===== src/rtl/aes_pkg.sv =====
// Shared constants and types for the AES accelerator datapath.
// Holds the block and host-word sizes along with the transmit serializer state type.
package aes_pkg;

    localparam int AES_BLOCK_BYTES = 16;
    localparam int HOST_WORD_BYTES = 8;

    typedef logic [AES_BLOCK_BYTES*8-1:0] aes_block_t;
    typedef logic [HOST_WORD_BYTES*8-1:0] host_word_t;

    typedef enum logic {
        IDLE = 1'b0,
        SEND = 1'b1
    } tx_state_t;

endpackage


===== src/rtl/flexbyte_pts_sr.sv =====
// Parallel-to-serial byte shift register. The output word is always the most-significant
// NUM_BYTES_OUT bytes of the stored value. Each shift moves the value left by one output word.
module flexbyte_pts_sr
    import aes_pkg::*;
#(
    parameter int NUM_BYTES_IN  = AES_BLOCK_BYTES,
    parameter int NUM_BYTES_OUT = HOST_WORD_BYTES
) (
    input  logic                       clk,
    input  logic                       n_rst,
    input  logic                       load_enable,
    input  logic                       shift_enable,
    input  logic [NUM_BYTES_IN*8-1:0]  parallel_in,
    output logic [NUM_BYTES_OUT*8-1:0] serial_out
);

    localparam int IW = NUM_BYTES_IN * 8;
    localparam int OW = NUM_BYTES_OUT * 8;

    logic [IW-1:0] sr;

    // A load takes priority over a shift, so a new block can replace the last word in a single edge.
    always_ff @(posedge clk or negedge n_rst) begin
        if (!n_rst) begin
            sr <= '0;
        end else if (load_enable) begin
            sr <= parallel_in;
        end else if (shift_enable) begin
            sr <= {sr[IW-OW-1:0], {OW{1'b0}}};
        end
    end

    assign serial_out = sr[IW-1 -: OW];

endmodule


===== src/rtl/tx_block_sr.sv =====
// Block-to-word transmit serializer. Emits the most-significant word first and uses
// valid/ready handshakes on both sides. The next block can be accepted on the edge that sends the last word.
module tx_block_sr
    import aes_pkg::*;
#(
    parameter int BLOCK_BYTES = AES_BLOCK_BYTES,
    parameter int WORD_BYTES  = HOST_WORD_BYTES
) (
    input  logic                     clk,
    input  logic                     n_rst,
    input  logic [BLOCK_BYTES*8-1:0] block_in,
    input  logic                     block_valid,
    output logic                     block_ready,
    output logic [WORD_BYTES*8-1:0]  data_out,
    output logic                     out_valid,
    input  logic                     out_ready,
    output logic                     last_word,
    output logic                     busy
);

    localparam int NUM_WORDS = BLOCK_BYTES / WORD_BYTES;
    localparam int CW        = $clog2(NUM_WORDS);
    localparam logic [CW-1:0] LAST_IDX = CW'(NUM_WORDS - 1);

    tx_state_t     state, state_nxt;
    logic [CW-1:0] count, count_nxt;
    logic          xfer;
    logic          accept;

    assign busy        = (state == SEND);
    assign out_valid   = busy;
    assign last_word   = busy && (count == LAST_IDX);
    assign xfer        = out_valid && out_ready;
    assign block_ready = (state == IDLE) || (xfer && last_word);
    assign accept      = block_valid && block_ready;

    always_ff @(posedge clk or negedge n_rst) begin
        if (!n_rst) begin
            state <= IDLE;
            count <= '0;
        end else begin
            state <= state_nxt;
            count <= count_nxt;
        end
    end

    always_comb begin
        state_nxt = state;
        count_nxt = count;
        if (accept) begin
            state_nxt = SEND;
            count_nxt = '0;
        end else if (xfer) begin
            if (last_word) begin
                state_nxt = IDLE;
                count_nxt = '0;
            end else begin
                count_nxt = count + CW'(1);
            end
        end
    end

    // A shift is skipped when a load occurs, because the load replaces the whole register.
    flexbyte_pts_sr #(
        .NUM_BYTES_IN  (BLOCK_BYTES),
        .NUM_BYTES_OUT (WORD_BYTES)
    ) u_pts_sr (
        .clk          (clk),
        .n_rst        (n_rst),
        .load_enable  (accept),
        .shift_enable (xfer && !accept),
        .parallel_in  (block_in),
        .serial_out   (data_out)
    );

endmodule


===== config.mk =====
export PLATFORM = sky130hd
export DESIGN_NAME = tx_block_sr
export DESIGN_NICKNAME = d
export VERILOG_FILES = /design/src/rtl/aes_pkg.sv /design/src/rtl/flexbyte_pts_sr.sv /design/src/rtl/tx_block_sr.sv
export SDC_FILE = /design/constraint.sdc
export NUM_CORES = 1
export LEC_CHECK = 0
export BUFFER_PORTS_ARGS = -buffer_cell sky130_fd_sc_hd__buf_2
export CORE_AREA = 2 2 115 117
export DETAILED_ROUTE_END_ITERATION = 8
export DIE_AREA = 0 0 117 119
export GPL_TIMING_DRIVEN = 0
export PLACE_DENSITY = 0.87
export SLEW_MARGIN = 10
export SYNTH_ARGS = -nofsm -noshare
export SYNTH_HDL_FRONTEND = slang
export SYNTH_HIERARCHICAL = 1
export SYNTH_SLANG_ARGS = --single-unit

===== constraint.sdc =====
create_clock -name clk -period 4.1 [get_ports clk]
set_input_delay 0.205 -clock clk [delete_from_list [all_inputs] [get_ports clk]]
set_output_delay 0.205 -clock clk [all_outputs]
set_load 0.01 [all_outputs]

==> results.py <==
metrics = {
    "yosys": {
        "synth-edff-count": 0,
        "synth_top_family_by_area": "simple AND/OR/NAND/NOR gates",
        "synth_compound_area_share_pct": 10.6,
        "synthCells": 627,
        "yosysTopAreaCell": "dfrtp_1",
        "synth_common_cells": "dfrtp_1 (130), nand2_1 (127), o21ai_1 (108)",
        "post_synth_num_cell_types": 19,
        "synth-main-ff-cell": "dfrtp_1",
        "yosys-top-cells-area": "dfrtp_1 (52%), mux2i_1 (10%), buf_4 (9.5%)",
        "synth.top_cell.area_share_pct": 52.0,
        "yosysMostFrequentCell": "dfrtp_1",
        "muxShareOfSynthArea_pct": 10.6,
        "synth_xor_xnor_area_share_pct": 0,
        "synth-simple-area-share_pct": 14.2,
        "synth_adder_area_share_pct": 0,
        "yosysWarningCount": 6,
        "avgSynthCellArea_um2": 9.98,
        "syn_area_um2": 6260,
        "synth_fp_nets": 759,
        "synth.ff_latch_count": 130,
        "async_reset_ff_share_pct": 100,
        "synth_seq_area_share_pct": 52.0,
    },
    "timing": {
        "fin_crit_ns": 1.84,
        "fin_crit_sh_pct": 44.9,
        "fmax_mhz": 543,
        "tightest_slew_ns": 0.596,
        "finalHoldViolCount": 0,
        "fin_tns_setup_ns": 0,
        "slew_viol_final": 0,
        "rsz0062_at_grt": "no",
        "slew_headroom_pct": 60.3,
        "finalClockSkew_ns": 0.00825,
        "finalSetupViolations": 0,
    },
    "final_layout": {
        "fin_area_um2": 8290,
        "fin_nets": 998,
        "finish.utilization_pct": 64.4,
        "multiInputGateArea_um2": 2210,
        "drive_above_1_share_pct": 37.4,
        "syn_to_final_growth_pct": 32.5,
        "diodes": 0,
        "fillers": 1030,
        "register_area_um2": 3250,
    },
    "power_and_ir_drop": {
        "clockPowerShare_pct": 32.2,
        "seq_power_share_pct": 38.9,
        "p_int_mw": 3.22,
        "switching_power_mw": 1.33,
        "p_leak_nw": 4.15,
        "combPwrFrac_pct": 28.9,
        "ir_drop_v": 0.000320,
        "power.share.switching_pct": 29.2,
        "power.density_nw_per_um2": 549,
    },
    "detailed_routing": {
        "via_per_inst": 4.94,
        "drtIter0Drc": 401,
        "wl_per_cell_um": 15.0,
        "drt-pass1-iter-count": 5,
        "vias": 5209,
        "route.detailed.drc": 0,
        "ant_nets": 0,
        "routed_wl_um": 15800,
    },
    "run": {
        "drv_cap": 0,
    },
    "global_routing": {
        "overflow": 0,
        "grt_max_degree": 69,
        "grt_usage_pct": 22.9,
        "grt_pass1_wl_um": 24600,
        "antenna_found_initial": 0,
        "first_global_vias": 5123,
    },
    "clocking": {
        "post_cts_resize_count": 0,
        "clockRootBuffer": "clkbuf_16",
        "insertion_delay_ns": 0.40,
        "clockBufferDepth": 2,
        "htreeDepth": 4,
        "clk_pin_slew_worst_paths_ns": 0.06,
        "clock_sinks": 130,
        "cts_made_buffers": 17,
        "cts_tree": "done",
    },
    "die": {
        "io_pins": 200,
        "die_area_um2": 13900,
        "die_x_um": 117,
        "fp.dieH_um": 119,
        "placementRows": 42,
        "coreArea_um2": 12900,
        "start_util_pct": 48.6,
    },
    "setup_path": {
        "r2r_slack_ns": 2.26,
        "cp-end-kind": "flip-flop",
        "worstPathArrival_ns": 2.12,
        "cp_data_required_time_ns": 4.38,
        "reg2reg_depth": 5,
        "slowest_stage": "dfrtp_1",
        "cp_cell_sequence": "a21boi_0 > nor2b_1 > clkbuf_1 > buf_2 > o21ai_1",
        "crit_path_max_fanout": 10,
        "crit_path_start_kind": "flip-flop",
        "worstSetupPathType": "reg -> reg",
        "slowest_delay_ns": 0.42,
    },
    "hold_path": {
        "min_path_cells": 3,
        "min_path_type": "in -> reg",
    },
    "place": {
        "dpl.hpwl_um": 10800,
        "io_buffers": 199,
        "place_area_um2": 7510,
        "gp_congestion": 0.826,
    },
    "run_status": {
        "status": "finished, final reports clean",
    },
}
## logic make-up after synthesis
kind of cell | count (synthesis)
AOI/OAI and AO/OA | 130
buffers and inverters | 108
DFF | 130
muxes | 66
and+or+nand+nor | 193
## final timing paths
| kind | start | to |
|---|---|---|
| setup / recovery | busy$_DFFE_PN0P_ | u_pts_sr/sr[104]$_DFFE_PN0P_ |
| hold / removal | block_in[86] | u_pts_sr/sr[86]$_DFFE_PN0P_ |
| setup reg to reg | busy$_DFFE_PN0P_ | u_pts_sr/sr[104]$_DFFE_PN0P_ |
| hold reg to reg | u_pts_sr/sr[61]$_DFFE_PN0P_ | u_pts_sr/sr[61]$_DFFE_PN0P_ |
| max in group asynchronous | n_rst | u_pts_sr/sr[31]$_DFFE_PN0P_ |
| min in group asynchronous | n_rst | u_pts_sr/sr[71]$_DFFE_PN0P_ |
## metrics by stage
step	setup WS (ns)	instances	total power [mW]	hold slack, ns
after floorplan	2.61	627	2.62	-0.0906
after global placement	1.12	1002	3.03	0.419
after detailed placement	2.27	1003	3.08	0.218
after CTS	2.26	1054	4.58	0.000287
after global routing	2.08	1055	4.79	0.000525
final	2.26	1055	4.55	0.0161
## state kept, by name, indices dropped and copies added, names as in the netlist
name / count
count: 1
u_pts_sr/sr: 128
busy: 1
## final cells by class
cell class	count	share of cell area (%)
flip-flops and latches	130	39.2
multi-input cells	389	26.7
repair buffers	220	14.8
plain buffers	107	9.54
clock buffers	22	5.72
well taps	176	2.66
clock inverters	10	1.30
inverters	1	0.0453
## metal layers
metal	part of all wire, %	vias to the layer above	GRT usage, %	wire length, um
met2	50	200	38.1	7910
met1	43	2496	29.8	6740
met4	2.0	0	8.01	322
met5	0	-	0	0
li1	-	2484	-	-
met3	5.2	29	4.22	829
## cell usage in the layout (no fill, tap or decap), types with 2 or more instances in the layout
cell type / synthesis / layout
buf_4: 79 / 79
bufinv_16: 0 / 2
clkbuf_8: 0 / 3
o21ai_0: 18 / 18
dfrtp_1: 130 / 130
o21ai_1: 108 / 108
a22o_1: 2 / 2
clkbuf_16: 0 / 17
clkbuf_1: 9 / 11
dlygate4sd3_1: 0 / 20
nand2b_1: 62 / 62
clkinvlp_4: 0 / 3
mux2i_1: 65 / 65
clkinv_2: 0 / 5
buf_2: 8 / 206
buf_6: 11 / 12
nand2_1: 127 / 127
## worst max-delay path, delay by kind of cell, from the launching register on
kind                   cells  cell delay, ns
buffers and inverters      2            0.74
flip-flops                 1            0.42
AO/OA/AOI/OAI              2            0.28
AND/OR/NAND/NOR            1            0.26
## repair_timing
item	4_1_cts	5_1_grt
buffers inserted	0	0
hold endpoints to repair	80	1
hold buffers	19	1
## power by group through the flow
stage	logic, mW	clock network, mW	registers (mW)
final	1.32	1.47	1.77
after global routing	1.44	1.55	1.80
after CTS	1.32	1.49	1.76
after detailed placement	1.30	0	1.78
after global placement	1.26	0	1.77
after floorplan	0.888	0	1.73
(Power assumes the default switching activity.)
